<file path="config.mk">
export PLATFORM = sky130hd
export DESIGN_NAME = hs_initiator
export DESIGN_NICKNAME = d
export VERILOG_FILES = /design/src/rtl/hs_pkg.sv /design/src/rtl/hs_timer.sv /design/src/rtl/hs_initiator.sv
export SDC_FILE = /design/constraint.sdc
export NUM_CORES = 1
export LEC_CHECK = 0
export ABC_CLOCK_PERIOD_IN_PS = 1810
export CORE_UTILIZATION = 48
export DETAILED_ROUTE_END_ITERATION = 6
export PLACE_DENSITY = 0.76
export SYNTH_ARGS = -nofsm -noshare
export SYNTH_HDL_FRONTEND = slang
export SYNTH_SLANG_ARGS = --single-unit
</file>
<file path="constraint.sdc">
create_clock -name clk -period 1.81 [get_ports clk]
set_input_delay 0.4525 -clock clk [delete_from_list [all_inputs] [get_ports clk]]
set_output_delay 0.4525 -clock clk [all_outputs]
set_load 0.05 [all_outputs]
</file>
<file path="src/rtl/hs_pkg.sv">
// Shared types and protocol constants for the req/ack handshake initiator and responder.
package hs_pkg;

    typedef enum logic [2:0] {
        StIdle,
        StReq,
        StWaitLow,
        StWaitHigh,
        StGap,
        StFin
    } hs_state_t;

    typedef enum logic [1:0] {
        ERR_NONE    = 2'd0,
        ERR_NO_LOW  = 2'd1,
        ERR_TIMEOUT = 2'd2
    } hs_err_t;

    // Responder timing: ack low this many cycles after req, then high after a further delay.
    localparam int unsigned ACK_LOW_DLY  = 1;
    localparam int unsigned ACK_HIGH_DLY = 1;

    function automatic int unsigned max_u(input int unsigned a, input int unsigned b);
        return (a > b) ? a : b;
    endfunction

endpackage

</file>
<file path="src/rtl/hs_timer.sv">
// Loadable down-counter; expired is high while the count sits at zero.
module hs_timer #(
    parameter int unsigned WIDTH = 3
) (
    input  logic             clk,
    input  logic             rst_n,
    input  logic             load,
    input  logic [WIDTH-1:0] load_val,
    input  logic             dec,
    output logic             expired
);

    logic [WIDTH-1:0] cnt_q;

    always_ff @(posedge clk) begin
        if (!rst_n) begin
            cnt_q <= '0;
        end else if (load) begin
            cnt_q <= load_val;
        end else if (dec && (cnt_q != '0)) begin
            cnt_q <= cnt_q - WIDTH'(1);
        end
    end

    assign expired = (cnt_q == '0);

endmodule

</file>
<file path="src/rtl/hs_initiator.sv">
// Requester side of the single-bit req/ack handshake: issues a burst of num transactions,
// checks each ack low-then-high response and reports count, done and protocol errors.
module hs_initiator
    import hs_pkg::*;
#(
    parameter int unsigned NUM_W   = 8,
    parameter int unsigned TIMEOUT = 4,
    parameter int unsigned GAP     = 1
) (
    input  logic             clk,
    input  logic             rst_n,
    input  logic             start,
    input  logic [NUM_W-1:0] num,
    input  logic             ack,
    output logic             req,
    output logic             busy,
    output logic             done,
    output logic             err,
    output logic [1:0]       err_code,
    output logic [NUM_W-1:0] txn_cnt
);

    localparam int unsigned      TMR_W    = $clog2(max_u(TIMEOUT, GAP) + 1);
    localparam logic [TMR_W-1:0] TO_LOAD  = TMR_W'(TIMEOUT - 1);
    localparam logic [TMR_W-1:0] GAP_LOAD = TMR_W'((GAP > 0) ? GAP - 1 : 0);

    hs_state_t        state_q;
    logic [NUM_W-1:0] num_q;
    logic [NUM_W-1:0] txn_cnt_q;
    logic             req_q;
    logic             busy_q;
    logic             done_q;
    logic             err_q;
    hs_err_t          err_code_q;

    logic [NUM_W-1:0] txn_next;
    logic             last_txn;
    logic             tmr_load;
    logic [TMR_W-1:0] tmr_load_val;
    logic             tmr_dec;
    logic             tmr_expired;

    assign txn_next = txn_cnt_q + NUM_W'(1);
    assign last_txn = (txn_next == num_q);

    // One timer serves both the ack-high timeout and the inter-request gap.
    always_comb begin
        tmr_load     = 1'b0;
        tmr_load_val = TO_LOAD;
        tmr_dec      = 1'b0;
        unique case (state_q)
            StWaitLow: begin
                tmr_load = !ack;
            end
            StWaitHigh: begin
                if (ack) begin
                    tmr_load_val = GAP_LOAD;
                    tmr_load     = !last_txn && (GAP != 0);
                end else begin
                    tmr_dec = 1'b1;
                end
            end
            StGap: begin
                tmr_dec = 1'b1;
            end
            default: ;
        endcase
    end

    hs_timer #(
        .WIDTH(TMR_W)
    ) u_timer (
        .clk      (clk),
        .rst_n    (rst_n),
        .load     (tmr_load),
        .load_val (tmr_load_val),
        .dec      (tmr_dec),
        .expired  (tmr_expired)
    );

    always_ff @(posedge clk) begin
        if (!rst_n) begin
            state_q    <= StIdle;
            num_q      <= '0;
            txn_cnt_q  <= '0;
            req_q      <= 1'b0;
            busy_q     <= 1'b0;
            done_q     <= 1'b0;
            err_q      <= 1'b0;
            err_code_q <= ERR_NONE;
        end else begin
            req_q  <= 1'b0;
            done_q <= 1'b0;
            unique case (state_q)
                StIdle: begin
                    if (start) begin
                        num_q      <= num;
                        txn_cnt_q  <= '0;
                        err_q      <= 1'b0;
                        err_code_q <= ERR_NONE;
                        if (num != '0) begin
                            state_q <= StReq;
                            req_q   <= 1'b1;
                            busy_q  <= 1'b1;
                        end else begin
                            state_q <= StFin;
                            done_q  <= 1'b1;
                        end
                    end
                end
                StReq: begin
                    state_q <= StWaitLow;
                end
                StWaitLow: begin
                    if (ack) begin
                        err_q      <= 1'b1;
                        err_code_q <= ERR_NO_LOW;
                        state_q    <= StFin;
                        done_q     <= 1'b1;
                        busy_q     <= 1'b0;
                    end else begin
                        state_q <= StWaitHigh;
                    end
                end
                StWaitHigh: begin
                    if (ack) begin
                        txn_cnt_q <= txn_next;
                        if (last_txn) begin
                            state_q <= StFin;
                            done_q  <= 1'b1;
                            busy_q  <= 1'b0;
                        end else if (GAP == 0) begin
                            state_q <= StReq;
                            req_q   <= 1'b1;
                        end else begin
                            state_q <= StGap;
                        end
                    end else if (tmr_expired) begin
                        err_q      <= 1'b1;
                        err_code_q <= ERR_TIMEOUT;
                        state_q    <= StFin;
                        done_q     <= 1'b1;
                        busy_q     <= 1'b0;
                    end
                end
                StGap: begin
                    if (tmr_expired) begin
                        state_q <= StReq;
                        req_q   <= 1'b1;
                    end
                end
                StFin: begin
                    state_q <= StIdle;
                end
                default: begin
                    state_q <= StIdle;
                end
            endcase
        end
    end

    assign req      = req_q;
    assign busy     = busy_q;
    assign done     = done_q;
    assign err      = err_q;
    assign err_code = err_code_q;
    assign txn_cnt  = txn_cnt_q;

    a_req_single: assert property (@(posedge clk) disable iff (!rst_n) req_q |-> ##1 !req_q);

    a_done_not_busy: assert property (@(posedge clk) disable iff (!rst_n) done_q |-> !busy_q);

    a_code_implies_err: assert property (@(posedge clk) disable iff (!rst_n)
        (err_code_q != ERR_NONE) |-> err_q);

    // StIdle is only reachable here when a reset lands inside the window.
    a_check_window: assert property (@(posedge clk) disable iff (!rst_n)
        req_q |-> ##(ACK_LOW_DLY + ACK_HIGH_DLY) (state_q inside {StWaitHigh, StFin, StIdle}));

    c_burst_of_two: cover property (@(posedge clk) disable iff (!rst_n)
        done_q && !err_q && (num_q == NUM_W'(2)));

`ifdef FORMAL
    m_responder: assume property (@(posedge clk) disable iff (!rst_n)
        req |-> ##ACK_LOW_DLY (ack == 1'b0) ##ACK_HIGH_DLY (ack == 1'b1));
`endif

endmodule

</file>
==> flow_metrics.py <==
metrics = {
    "timing": {
        "fmax_ghz": 0.5341,
        "setup_ws_ns": -0.06215,
        "drv_slew": 0,
        "finalHoldViolations": 0,
        "finalSetupViolCount": 5,
        "final.period_utilization": 1.034,
        "fin_crit_ns": 1.872,
        "tightest_slew_ns": 0.6115,
        "fin_worst_skew_ns": 0.01053,
        "relSlewSlack": 0.5919,
        "rsz0062_at_grt": "true",
    },
    "logic_synthesis": {
        "synth-xor-area-share": 0.05353,
        "synth-simple-area-share": 0.2886,
        "ys_warn_count": 0,
        "synth_top_area_frac": 0.3476,
        "syn_area_um2": 1613,
        "dominantRegCellSynth": "dfxtp_1",
        "synth_top_area_cell": "dfxtp_1",
        "synth_seq_cells": 28,
        "postSynth.asyncResetShare": 0,
        "synthAdderAreaFrac": 0.02327,
        "yosysSeqAreaShare": 0.3476,
        "synth_top_family_by_area": "simple AND/OR/NAND/NOR gates",
        "ys_top_cells_by_area": "dfxtp_1 (35%), a21oi_1 (6.2%), nand2_1 (5.6%), nor2_1 (4.4%), xnor2_1 (2.7%)",
        "netlist_instances": 199,
        "ys_types": 49,
        "yosys-mux-area-fraction": 0.006206,
        "postSynthAreaPerCell_um2": 8.105,
        "syn_nets": 214,
        "synth_edf_count": 0,
        "synth_compound_area_frac": 0.2273,
    },
    "grt": {
        "overflow": 0,
        "first_global_vias": 1482,
        "antenna_found_initial": 0,
        "grt_pass1_wl_mm": 6.527,
        "grt_use_total": 0.2429,
        "grt_max_degree": 16,
    },
    "detailed_routing": {
        "viasPerCell": 5.677,
        "drcViolationCount": 0,
        "drtPass1Iterations": 4,
        "avgRoutedWirePerCell_um": 14.24,
        "wl_mm": 4.016,
        "drtIter0Drc": 86,
        "vias": 1601,
        "antenna_left": 0,
    },
    "die": {
        "ioPinCount": 26,
        "coreArea_um2": 3128,
        "initial_core_util": 0.5156,
        "rows": 20,
        "die_w_um": 59.97,
        "fp.dieH_um": 59.97,
        "dieArea_um2": 3596,
    },
    "final_layout": {
        "nets": 254,
        "area_delta_synth_final_pct": 29.87,
        "drive_above_1_share": 0.2815,
        "antennaDiodeCount": 0,
        "instances_no_fill": 282,
    },
    "placement": {
        "portBuffers": 25,
        "dp_slack_ns": -0.3329,
        "place_inst": 276,
        "dp.final_hpwl_mm": 2.979,
        "gp_congestion": 0.8731,
    },
    "critical_path": {
        "path_class": "register to register",
        "arrival_ns": 2.11,
        "startpoint_type": "register",
        "critPathMaxFanout": 8,
        "worst_ep_required_time_ns": 2.05,
        "end_kind": "register",
    },
    "clock_tree": {
        "cts-hold-fix-buffers": 0,
        "numCtsBuffers": 3,
        "cts.clk_slew.worst_paths_ns": 0.16,
        "cts_buffer_depth": 2,
        "h-tree-depth": 1,
        "worstSkewPairLatency_ns": 0.34,
        "cts.sinks": 28,
        "cts_tree": "yes",
        "cts-root-buf": "clkbuf_4",
    },
    "run": {
        "drv_cap": 0,
    },
    "pwr": {
        "leakage_nw": 0.8482,
        "pwr_density_cell_nw_per_um2": 688.1,
        "ir_worst_vdd_mv": 0.5147,
    },
    "run_status": {
        "violations": "setup timing",
        "outcome": "finished, violations left",
    },
    "worst_hold_path": {
        "holdCritPathClass": "register to register",
    },
}
[worst max-delay path, cell delays in order (launching register included)]
cell,delay (ns)
dfxtp_4,0.39
buf_6,0.12
and4_4,0.25
nand4_4,0.10
a2111oi_4,0.45
a31oi_4,0.18
o221a_1,0.27
[cells by family after synthesis]
family / count (synthesis)
adder cells (fa/ha/maj): 3
AO/OA/AOI/OAI: 51
buffers and inverters: 20
flip-flops: 28
multiplexers: 1
AND/OR/NAND/NOR: 87
XOR/XNOR: 9
[where the power goes]
group | switching, mW | internal [mW]
sequential | 0.0481 | 0.663
clock | 0.188 | 0.0866
combinational | 0.260 | 0.196
total | 0.496 | 0.945
[metal layers]
| layer | global-route usage | up-vias | share of wire |
|---|---|---|---|
| met5 | 0 | - | 0 |
| met4 | 0.1130 | 0 | 0.017 |
| met3 | 0.02381 | 7 | 0.036 |
| met2 | 0.3905 | 42 | 0.49 |
| met1 | 0.3262 | 772 | 0.46 |
| li1 | - | 780 | - |
[cell type report]
class | instances | area [um2]
inverters | 9 | 33.78
flip-flops and latches | 28 | 578.1
fillers | 275 | 1033
clock buffers | 4 | 26.28
repair buffers | 46 | 392.9
multi-input cells | 151 | 1008
well taps | 44 | 55.05
[sequential cells by signal (all words and copies together), names as in the netlist]
register and flops:
busy 1, done 1, err 1, err_code 2, num_q 8, req 1, state_q 3, txn_cnt 8
u_timer.cnt_q 3
[synthesized netlist by cell type (2+ instances only)]
library cell and count:
a31o_2 2, a21oi_1 20, o21a_1 2, a311oi_1 3, and3_1 5, and2_1 3, a211o_1 2, nand3_1 6
inv_1 9, a31oi_1 3, and3_2 2, ha_1 3, or3_1 2, o21ai_0 8, xor2_1 3, or4_1 3
dfxtp_1 28, nor3b_1 3, nand2b_1 2, clkbuf_1 9, nor2b_1 3, nor2_1 19, nor3_1 6, xnor2_1 5
nand2_1 24
[path summary, 6_finish.rpt]
path | startpoint | endpoint | slack, ns | cells after the start
max | txn_cnt[0]$_SDFFE_PN0P_ | busy$_SDFFE_PN0P_ | -0.06 | 6
min | num_q[1]$_SDFFE_PN0P_ | num_q[1]$_SDFFE_PN0P_ | 0.49 | 2
max reg2reg | txn_cnt[0]$_SDFFE_PN0P_ | busy$_SDFFE_PN0P_ | -0.06 | 6
min reg2reg | num_q[1]$_SDFFE_PN0P_ | num_q[1]$_SDFFE_PN0P_ | 0.49 | 2
[timing repair]
item	CTS	global route
endpoints found under the setup margin	9	9
pin swaps	2	4
gates cloned	0	0
resized for setup	5	5
buffers inserted	2	0
[placed cells by master, fill, tap and decap left out, types with 2 or more instances in the layout]
cell / synthesis / routed
dfxtp_1: 28 / 18
nor2b_1: 3 / 2
or3_1: 2 / 2
dfxtp_2: 0 / 8
nand3_1: 6 / 6
and3_1: 5 / 5
or4_1: 3 / 3
and3_2: 2 / 2
a21oi_1: 20 / 20
dfxtp_4: 0 / 2
buf_6: 1 / 2
o31ai_2: 1 / 2
clkbuf_4: 0 / 3
ha_1: 3 / 2
nor3b_1: 3 / 2
o21ai_0: 8 / 8
clkdlybuf4s50_1: 0 / 11
a311oi_1: 3 / 2
nand2b_1: 2 / 2
a211o_1: 2 / 2
nor2_1: 19 / 18
buf_4: 1 / 32
and2_1: 3 / 3
inv_1: 9 / 9
nor3_1: 6 / 6
xor2_1: 3 / 3
o21a_1: 2 / 2
nand2_1: 24 / 24
a31oi_1: 3 / 3
xnor2_1: 5 / 5
[stage by stage]
step | hold WS [ns] | util | power, mW | TNS (ns) | area (um2)
2_1_floorplan | 0.4478 | - | 0.9974 | -0.1765 | 1640
3_3_place_gp | 0.4613 | 0.6436 | 1.142 | -3.133 | 2013
3_5_place_dp | 0.4754 | 0.6436 | 1.158 | -3.801 | 2013
4_1_cts | 0.4951 | 0.6644 | 1.433 | -0.1029 | 2078
5_1_grt | 0.5023 | 0.6696 | 1.514 | -0.4676 | 2095
6_report | 0.4931 | 0.6696 | 1.441 | -0.1070 | 2095
No activity file was read; power rests on OpenSTA's default activity.
